**src/rtl/instr_encode_loader.sv**
```systemverilog
// ============================================================================
// instr_encode_loader : packs decoded instruction fields into 32-bit words
//                       and streams them into instruction memory.
// Revision: 1.0
// ============================================================================
`default_nettype none

module instr_encode_loader #(
  parameter int ADDR_W = 8,
  parameter int DEPTH  = 256
) (
  input  logic              clk,
  input  logic              rst,
  input  logic              start_i,
  input  logic [ADDR_W-1:0] base_addr_i,
  input  logic              in_valid_i,
  output logic              in_ready_o,
  input  logic [2:0]        in_type_i,
  input  logic [6:0]        in_opcode_i,
  input  logic [4:0]        in_rd_i,
  input  logic [4:0]        in_rs1_i,
  input  logic [4:0]        in_rs2_i,
  input  logic [2:0]        in_funct3_i,
  input  logic [6:0]        in_funct7_i,
  input  logic [11:0]       in_imm_i,
  input  logic              in_last_i,
  output logic              mem_we_o,
  output logic [ADDR_W-1:0] mem_addr_o,
  output logic [31:0]       mem_wdata_o,
  output logic              busy_o,
  output logic              done_o,
  output logic              error_o
);

  localparam logic [ADDR_W-1:0] LAST_ADDR = ADDR_W'(DEPTH - 1);

  localparam logic [2:0] TYPE_R  = 3'd0;
  localparam logic [2:0] TYPE_I  = 3'd1;
  localparam logic [2:0] TYPE_S  = 3'd2;
  localparam logic [2:0] TYPE_SB = 3'd3;
  localparam logic [2:0] TYPE_UJ = 3'd4;

  typedef enum logic [1:0] {
    IDLE = 2'd0,
    LOAD = 2'd1,
    DONE = 2'd2,
    ERR  = 2'd3
  } state_t;

  state_t            state_q;
  logic [ADDR_W-1:0] addr_q;
  logic              mem_we_q;
  logic [ADDR_W-1:0] mem_addr_q;
  logic [31:0]       mem_wdata_q;
  logic [31:0]       wdata_d;
  logic              legal;
  logic              accept;

  // Scatter fields back to the bit positions the immediate generator reads.
  always_comb begin
    wdata_d = '0;
    legal   = 1'b1;
    case (in_type_i)
      TYPE_R:  wdata_d = {in_funct7_i, in_rs2_i, in_rs1_i, in_funct3_i, in_rd_i, in_opcode_i};
      TYPE_I:  wdata_d = {in_imm_i, in_rs1_i, in_funct3_i, in_rd_i, in_opcode_i};
      TYPE_S,
      TYPE_SB: wdata_d = {in_imm_i[11:5], in_rs2_i, in_rs1_i, in_funct3_i,
                          in_imm_i[4:0], in_opcode_i};
      TYPE_UJ: wdata_d = {in_imm_i, 13'b0, in_opcode_i};
      default: legal   = 1'b0;
    endcase
  end

  assign in_ready_o = (state_q == LOAD) && !start_i;
  assign accept     = in_valid_i && in_ready_o;

  always_ff @(posedge clk or posedge rst) begin
    if (rst) begin
      state_q     <= IDLE;
      addr_q      <= '0;
      mem_we_q    <= 1'b0;
      mem_addr_q  <= '0;
      mem_wdata_q <= '0;
    end else begin
      mem_we_q <= 1'b0;
      if (start_i) begin
        state_q <= LOAD;
        addr_q  <= base_addr_i;
      end else if (accept) begin
        if (!legal) begin
          state_q <= ERR;
        end else begin
          mem_we_q    <= 1'b1;
          mem_addr_q  <= addr_q;
          mem_wdata_q <= wdata_d;
          if (in_last_i) begin
            state_q <= DONE;
          end else if (addr_q == LAST_ADDR) begin
            // The final word is kept; only further words are refused.
            state_q <= ERR;
          end else begin
            addr_q <= addr_q + ADDR_W'(1);
          end
        end
      end
    end
  end

  assign mem_we_o    = mem_we_q;
  assign mem_addr_o  = mem_addr_q;
  assign mem_wdata_o = mem_wdata_q;
  assign busy_o      = (state_q == LOAD);
  assign done_o      = (state_q == DONE);
  assign error_o     = (state_q == ERR);

endmodule

`default_nettype wire

```
**config.mk**
```make
export PLATFORM = sky130hd
export DESIGN_NAME = instr_encode_loader
export DESIGN_NICKNAME = d
export VERILOG_FILES = /design/src/rtl/instr_encode_loader.sv
export SDC_FILE = /design/constraint.sdc
export NUM_CORES = 1
export LEC_CHECK = 0
export CAP_MARGIN = 40
export CORE_ASPECT_RATIO = 0.75
export CORE_MARGIN = 2
export CORE_UTILIZATION = 37
export CTS_CLUSTER_SIZE = 8
export DETAILED_ROUTE_END_ITERATION = 7
export PLACE_DENSITY_LB_ADDON = 0.08
export SETUP_SLACK_MARGIN = 0.2
export SYNTH_ARGS = -nofsm -noshare
export SYNTH_HDL_FRONTEND = slang
export SYNTH_SLANG_ARGS = --single-unit
```
**constraint.sdc**
```tcl
create_clock -name clk -period 2.2 [get_ports clk]
set_input_delay 0.66 -clock clk [delete_from_list [all_inputs] [get_ports clk]]
set_output_delay 0.66 -clock clk [all_outputs]
set_load 0.1 [all_outputs]
```
## After elaboration in Yosys (flattened, before gate mapping)

Index checks and enable logic that the tools add are counted.

| word-level totals | value |
|---|---|
| register bits after elaboration | 51 |
| bits of input ports | 60 |
| output and inout bits | 45 |
| logic and storage cells | 44 |

| cells by class | value |
|---|---|
| add/sub/neg operators | 1 |
| equality and inequality tests | 11 |
| mux-type cells | 15 |
| bitwise gates (word level) | 1 |
| reduce and logical (&&, ||, !) cells | 11 |

Operator list:

| kind | number |
|---|---|
| 32-bit one-hot mux with 4 select lines | 1 |
| 8-bit two-way mux | 5 |
| 2-bit two-way mux | 5 |
| 8-bit by 1-bit adder with 8-bit output, second input constant | 1 |
| 8-bit == test, second input constant | 1 |
| 3-bit by 2-bit == test with 1-bit output, second input constant | 2 |
| 5-bit OR reduction | 1 |
| 2-bit == test, second input constant | 2 |
| 1-bit two-way mux | 4 |
| 2-bit inequality test, second input constant | 2 |
| 4-bit by 3-bit inequality test with 1-bit output, second input constant | 1 |
| 4-bit AND reduction | 1 |
| 2-bit nonzero test | 2 |
| 3-bit by 1-bit == test with 1-bit output, second input constant | 1 |
| 3-bit == test, second input constant | 1 |
| 3-bit logical NOT | 1 |
| 3-bit AND reduction | 1 |
| 2-bit by 1-bit == test with 1-bit output, second input constant | 1 |
| 1-bit logical AND | 2 |
| 2-bit AND reduction | 1 |
| 2-bit OR reduction | 1 |
| 1-bit logical NOT | 1 |
| 1-bit inverter | 1 |

## Longest topological paths before layout

Gate-level depths: netlist (run 1).

| logic depth | value |
|---|---|
| depth after elaboration | 6 |
| gate-level depth with buffers | 8 |
| depth with buffers taken out | 5 |

## Worst setup path before layout (run 1)

No wires, ideal clock.

| path | value |
|---|---|
| path type | reg2out |
| start point | reg state_q[0] |
| end point | out in_ready_o |
| data arrival time | 2.680 ns |
| required time | 1.540 ns |
| setup slack | -1.140 ns |
| stages on the path, launching flop included | 3 |
| buffers on the path | 0 |
| cell sequence | dfrtp_1 -> nor2b_1 -> and2_1 |

| on the way | value |
|---|---|
| cells in the longest elaborated chain, start to end | 2 |

RTL lines:

| element | RTL line | source |
|---|---|---|
| start: declaration | 50 | `state_t state_q;` |
| start signal: assignment | 79 | `state_q <= IDLE;` |
| start signal: assignment | 87 | `state_q <= LOAD;` |
| start signal: assignment | 91 | `state_q <= ERR;` |
| 2-bit by 1-bit == test with 1-bit output | n/a |  |
| named net busy_o | 30 | `output logic busy_o,` |
| 1-bit logical AND | 74 | `assign in_ready_o = (state_q == LOAD) && !start_i;` |
| end: declaration | 17 | `output logic in_ready_o,` |

The timed path passes the listed nets, and every way through them passes these cells.

## Final worst setup path (run 1)

| path | value |
|---|---|
| start point | in in_type_i[0] |
| end point | reg addr_q[5] |

| on the way | value |
|---|---|
| cells in the longest elaborated chain, start to end | 5 |
| elaborated cells between the ends (all ways) | 9 |
| classes of those cells | 4 x eq/ne; 1 x mux; 4 x reduce/logical |

RTL lines:

| element | RTL line | source |
|---|---|---|
| start: declaration | 18 | `input logic [2:0] in_type_i,` |
| 3-bit == test (tied with other cells) | 63 | `case (in_type_i)` |
| 5-bit OR reduction (no source line) (*) | n/a |  |
| 1-bit two-way mux (*) | 63 |  |
| 2-bit nonzero test (no source line) (*) | n/a |  |
| 4-bit AND reduction (no source line) (*) | n/a |  |
| end signal: assignment | 88 | `addr_q <= base_addr_i;` |
| end signal: assignment | 102 | `addr_q <= addr_q + ADDR_W'(1);` |
| end: declaration | 51 | `logic [ADDR_W-1:0] addr_q;` |

Every way passes the cells marked *; elsewhere a longest branch is shown, timed or not.
A chain may end at the register's enable or synchronous reset.

==> results.md, run 1 <==
- Worst-path fanout max: 7
- Critical path endpoint: addr_q[5]
- Clock tree buffer depth: 2
- Slew HR: 76.6%
- Synth area leaders: dfrtp_1 (56%), nand2_1 (11%), mux2i_1 (5.7%)
- Gate Count Post-Synth: 232
- Ratio of cells with drive above 1 in the final layout: 25.8%
- Cell area after synthesis: 0.00229 sq mm
- Reg2reg setup slack: 0.23 ns
- Final hold vios: 0
- Residual DRC: 0
- Clk sinks: 51
- CTS tree: built
- WP data required: 2.43 ns
- # IOs: 105
- Leak pwr: 1.72 nW
- Die W: 94.9 um
- Synth Warn #: 0
- Pins Over Slew Limit: 0
- Synth unique cells: 37
- Worst Skew: 0.00583 ns
- Hold_ws: 0.482 ns
- Post-synth top area share: 55.6%
- Most common cell after layout, fill and taps aside: nand2_1
- DIE HEIGHT: 72.2 um
- Critical Path AT: 2.22 ns
- Post-route ant nets: 0
- Startpoint Class: input pin
- Hold-fix buffers at CTS: 0
- Most frequent cells in the layout: nand2_1 (68), buf_4 (60), clkdlybuf4s50_1 (53), dfrtp_1 (48), o21ai_0 (18)
- First-pass GRT wire length: 9460 um
- Hold Crit Class: flop to flop
- Cells on worst reg2reg path: 5
- Critical path class: input pin to flop
- Max frequency: 503 MHz
- Sequential area share after synthesis: 55.6%
- VDD IR max: 467 uV
- Routed WL: 6100 um
- Worst r2r src: addr_q[0]
- Status: finished, final reports clean
- Cell Pwr Density: 1020 mW/mm^2
- Fillers: 531
- Synth area leader: dfrtp_1
- Origin of the worst setup path: in_type_i[0]
- Num rows: 24
- Final Net Count: 417
- Synth Register Bits: 51
- Mapped Nets: 293
- Worst skew pair latency: 0.30 ns
- WL/cell: 14.0 um
- Die area: 0.00685 sq mm
- Fin crit period: 1.99 ns
- Count of TritonRoute iterations in the first routing pass: 4
- Final worst setup slack: 0.210 ns
- Reg clk slew, reported paths: 0.09 ns
- CP endpoint kind: flop
- DP Wirelength: 4500 um
- Final Setup Violations: 0
- IO Port Bufs: 104
- Largest net degree at the start of global routing: 52
- Via count: 2,081
- GP Congestion: 0.790
- Asr flop ratio synth: 100%
- Reg2reg end: addr_q[5]
- Syn Area/Cell: 9.89 sq um
- DR vias/cell: 4.77
- Root cell of the clock tree: clkbuf_8
- H-tree level count: 2
- Worst-Margin Slew: 0.350 ns
- Post-synth EDFFs: 0
- Num CTS Buffers: 5
- # Max-Cap Violations: 0
- Starting Density: 38.8%
- Antenna violations before repair: 1
- Top FF cell, synth: dfrtp_1
- RSZ-0062 raised after global routing: yes
- Pre-CTS setup slack: -0.438 ns
- Setup TNS Final: 0 ns
- Total GRT Usage: 17.8%
- Pwr Total: 3.75 mW
- Number of global-route vias before repair: 1,933
- Synthesis-to-finish area growth: 59.9%
- Total congestion overflow: 0
- Initial DRC count: 82
- Core ar.: 0.00592 sq mm
- Period utilization: 90.4%
[routing by layer]
metal / up-vias / routed length [um] / track usage (%)
met4: 0 / 37 / 4.35
met3: 4 / 517 / 5.50
met5: - / 0 / 0
met1: 947 / 2970 / 25.8
met2: 74 / 2570 / 26.3
li1: 1056 / - / -
[worst min-delay path by stage]
stage	start	end	depth (start not counted)
after floorplan	addr_q[7]	mem_addr_o[7]	2
after global routing	mem_wdata_o[0]	mem_wdata_o[0]	2
final	mem_addr_o[5]	mem_addr_o[5]	2
after detailed placement	mem_wdata_o[2]	mem_wdata_o[2]	2
after CTS	mem_wdata_o[2]	mem_wdata_o[2]	2
after global placement	mem_wdata_o[10]	mem_wdata_o[10]	2
[critical path, stage by stage]
cell and delay, ns:
clkdlybuf4s15_1 0.25, o21a_4 0.25, a2111o_1 0.38, or4_1 0.52, a31oi_1 0.14
[cells in the mapped netlist, types with 3 or more instances]
cell       n
nand3_1    3
o31ai_1    7
o21ai_0   18
a31oi_1    6
nor2_1     9
inv_1      6
dfrtp_1   51
a22oi_1    5
a22o_1     8
nand2_1   68
buf_2      3
clkbuf_1   6
mux2i_1   13
[state kept, by name, indices dropped and copies added, names as in the netlist]
name / cells
state_q: 2
mem_wdata_o: 32
addr_q: 8
mem_we_o: 1
mem_addr_o: 8
[cells by family after synthesis]
group	share of synthesized area [%]
muxes	5.67
DFF	55.6
AOI/OAI and AO/OA	15.5
xor gates and xnor gates	0.763
buffers and inverters	3.27
adders and majority gates	0.545
and+or+nand+nor	18.6
[layout make-up]
| cell class | count | area [sq um] | share of cell area, % |
|---|---|---|---|
| Timing Repair Buffer | 128 | 1200 | 32.8 |
| Clock inverter | 2 | 12.5 | 0.341 |
| Inverter | 6 | 22.5 | 0.614 |
| Sequential cell | 51 | 1280 | 34.9 |
| Antenna cell | 1 | 2.50 | 0.0682 |
| Tap cell | 78 | 97.6 | 2.66 |
| Clock buffer | 6 | 72.6 | 1.98 |
| Multi-Input combinational cell | 164 | 980 | 26.7 |
[power breakdown]
group	total [mW]	leakage (nW)	internal, mW	switching [mW]
logic	1.99	1.05	0.483	1.51
registers	1.22	0.631	1.11	0.110
clock network	0.534	0.0412	0.223	0.311
[metrics by stage]
step | instances | util (%) | area [sq um]
after detailed placement | 423 | 59.7 | 3530
after CTS | 433 | 61.5 | 3640
after global placement | 423 | 59.7 | 3530
after global routing | 435 | 62.0 | 3670
after floorplan | 232 | - | 2310
final | 436 | 62.0 | 3670
[what timing repair did]
action | in CTS | in global routing
resized for setup | 12 | 6
buffers inserted | 2 | 2
pin swaps | 4 | 1
endpoints found under the setup margin | 49 | 3
(Power assumes the default switching activity.)
==> run 2: changes to the inputs <==
--- a/config.mk
+++ b/config.mk
@@ -11,6 +11,7 @@
 export CORE_UTILIZATION = 37
 export CTS_CLUSTER_SIZE = 8
 export DETAILED_ROUTE_END_ITERATION = 7
+export GPL_TIMING_DRIVEN = 0
 export PLACE_DENSITY_LB_ADDON = 0.08
 export SETUP_SLACK_MARGIN = 0.2
 export SYNTH_ARGS = -nofsm -noshare
==> run 2 against run 1 <==
  * Fmax down 1.5%
  * Core utilization up 14 points
  * First-iteration DRC count up 23%
  * Clock power up 0.7%
  * Power up 19%
  * Design area up 23%
  * Die area unchanged
==> results.md, run 2 (same netlist as run 1, synthesis figures left out) <==
- Inserted Diodes: 0 (-1)
- # IOs: 105 (unchanged)
- Routed WL: 7390 um (+21%)
- Residual DRC: 0 (unchanged)
- Pre-CTS setup slack: -1.22 ns (-0.786 ns)
- Hold_sp: mem_addr_o[7]
- Root cell of the clock tree: clkbuf_8
- Period utilization: 91.9% (+1.4 points)
- Fillers: 406 (-24%)
- DIE HEIGHT: 72.2 um (unchanged)
- VDD IR max: 642 uV (+38%)
- GP Congestion: 0.755 (-4.4%)
- Initial DRC count: 101 (+23%)
- DP Cell Count: 458 (+8.3%)
- WL/cell: 15.8 um (+13%)
- Clk sinks: 51 (unchanged)
- Pwr Total: 4.46 mW (+19%)
- Worst Skew: 0.0125 ns (+0.00669 ns)
- Worst skew pair latency: 0.31 ns (about the same)
- Clock tree buffer depth: 2 (unchanged)
- CP endpoint kind: output pin
- Origin of the worst setup path: start_i
- Status: finished, final reports clean
- Cell Area, Placed: 0.00418 sq mm (+19%)
- DP Wirelength: 5350 um (+19%)
- Largest net degree at the start of global routing: 27 (-48%)
- H-tree level count: 2 (unchanged)
- WP data required: 1.54 ns (-0.89 ns)
- Via count: 2,364 (+14%)
- Fin util: 76.2% (+14 points)
- Core ar.: 0.00592 sq mm (unchanged)
- Startpoint Class: input pin
- CTS tree: built
- Finished Cell Area: 0.00451 sq mm (+23%)
- Final worst setup slack: 0.179 ns (-0.0311 ns)
- Worst-Margin Slew: 0.731 ns (+0.381 ns)
- First-pass GRT wire length: 12,000 um (+26%)
- Largest register FFs: 32 (unchanged)
- Worst r2r src: addr_q[1]
- Total congestion overflow: 0 (unchanged)
- Final Net Count: 451 (+8.2%)
- Die W: 94.9 um (unchanged)
- Num CTS Buffers: 5 (unchanged)
- Most common cell after layout, fill and taps aside: nand2_1
- Hold Crit Class: flop to flop
- Die area: 0.00685 sq mm (unchanged)
- Non-filler cells, final: 469 (+7.6%)
- Post-route ant nets: 0 (unchanged)
- Synthesis-to-finish area growth: 96.3%
- Count of TritonRoute iterations in the first routing pass: 4 (unchanged)
- DR vias/cell: 5.04 (+5.6%)
- Critical path class: input pin to output pin
- # Max-Cap Violations: 0 (unchanged)
- Leak pwr: 2.12 nW (+23%)
- Reg clk slew, reported paths: 0.09 ns (about the same)
- Critical Path AT: 1.36 ns (-0.86 ns)
- Reg2reg setup slack: 0.21 ns (-0.02 ns)
- Worst-path fanout max: 10 (+3)
- Final hold vios: 0 (unchanged)
- Setup TNS Final: 0 ns (unchanged)
- Fin crit period: 2.02 ns (+0.0311 ns)
- Total GRT Usage: 22.9% (+5.0 points)
- Number of global-route vias before repair: 2,410 (+25%)
- Most frequent cells in the layout: nand2_1 (68), clkdlybuf4s50_1 (53), dfrtp_1 (50), dlygate4sd2_1 (42), buf_12 (41)
- Pins Over Slew Limit: 0 (unchanged)
- Antenna violations before repair: 0 (-1)
- RSZ-0062 raised after global routing: yes
- Cell Pwr Density: 991 mW/mm^2 (-2.9%)
- Starting Density: 38.8% (unchanged)
- Num rows: 24 (unchanged)
- Hold_ws: 0.476 ns (-0.00641 ns)
- Slew HR: 51.0% (-26 points)
- Max frequency: 495 MHz (-1.5%)
- Ratio of cells with drive above 1 in the final layout: 22.5% (-3.3 points)
- Final Setup Violations: 0 (unchanged)
- IO Port Bufs: 102 (-1.9%)
[run 2: cell count changes in the layout (fill, tap and decap cells not counted), sizes merged, moves of 2 or more]
cell,previous run,this run
clkinv,1,3
dlygate4sd2,4,42
buf,69,59
clkbuf,7,11
[run 2: worst paths after layout]
| kind | to | depth (start not counted) |
|---|---|---|
| worst max register to register | addr_q[5] | 5 |
| max in group asynchronous | mem_wdata_o[15] | 3 |
| worst min register to register | mem_addr_o[7] | 2 |
| worst min-delay path | mem_addr_o[7] | 2 |
| min in group asynchronous | mem_we_o | 2 |
| worst max-delay path | in_ready_o | 5 |
[run 2: area by class of cell]
type	count	area, sq um	share of cell area (%)
clock inverters	3	15.0	0.333
well taps	78	97.6	2.17
flip-flops and latches	51	1280	28.4
multi-input cells	165	1000	22.3
inverters	6	25.0	0.555
plain buffers	11	90.1	2.00
repair buffers	150	1930	42.8
clock buffers	5	68.8	1.53
[run 2: where the power goes]
group	switching [mW]	leakage (nW)	internal (mW)
Sequential	0.103	0.633	1.11
Combinational	1.66	1.44	1.05
Clock	0.319	0.0477	0.219
[run 2: routing by layer]
metal	up-vias	track usage [%]	wire (um)
li1	1130	-	-
met1	1126	30.8	3200
met5	-	0	0
met2	96	36.4	3540
met4	0	7.25	107
met3	12	6.13	533
[run 2: repair_timing]
action / 4_1_cts / 5_1_grt
setup buffers: 4 / 2
hold buffers: 0 / 0
gates resized for setup: 107 / 14
gates cloned: 1 / 0
endpoints found under the setup margin: 95 / 18
pin swaps: 1 / 4
[run 2: worst max-delay path, stage by stage]
cell and delay [ns]:
clkbuf_4 0.16, inv_4 0.08, buf_8 0.13, and2_4 0.16, buf_12 0.17
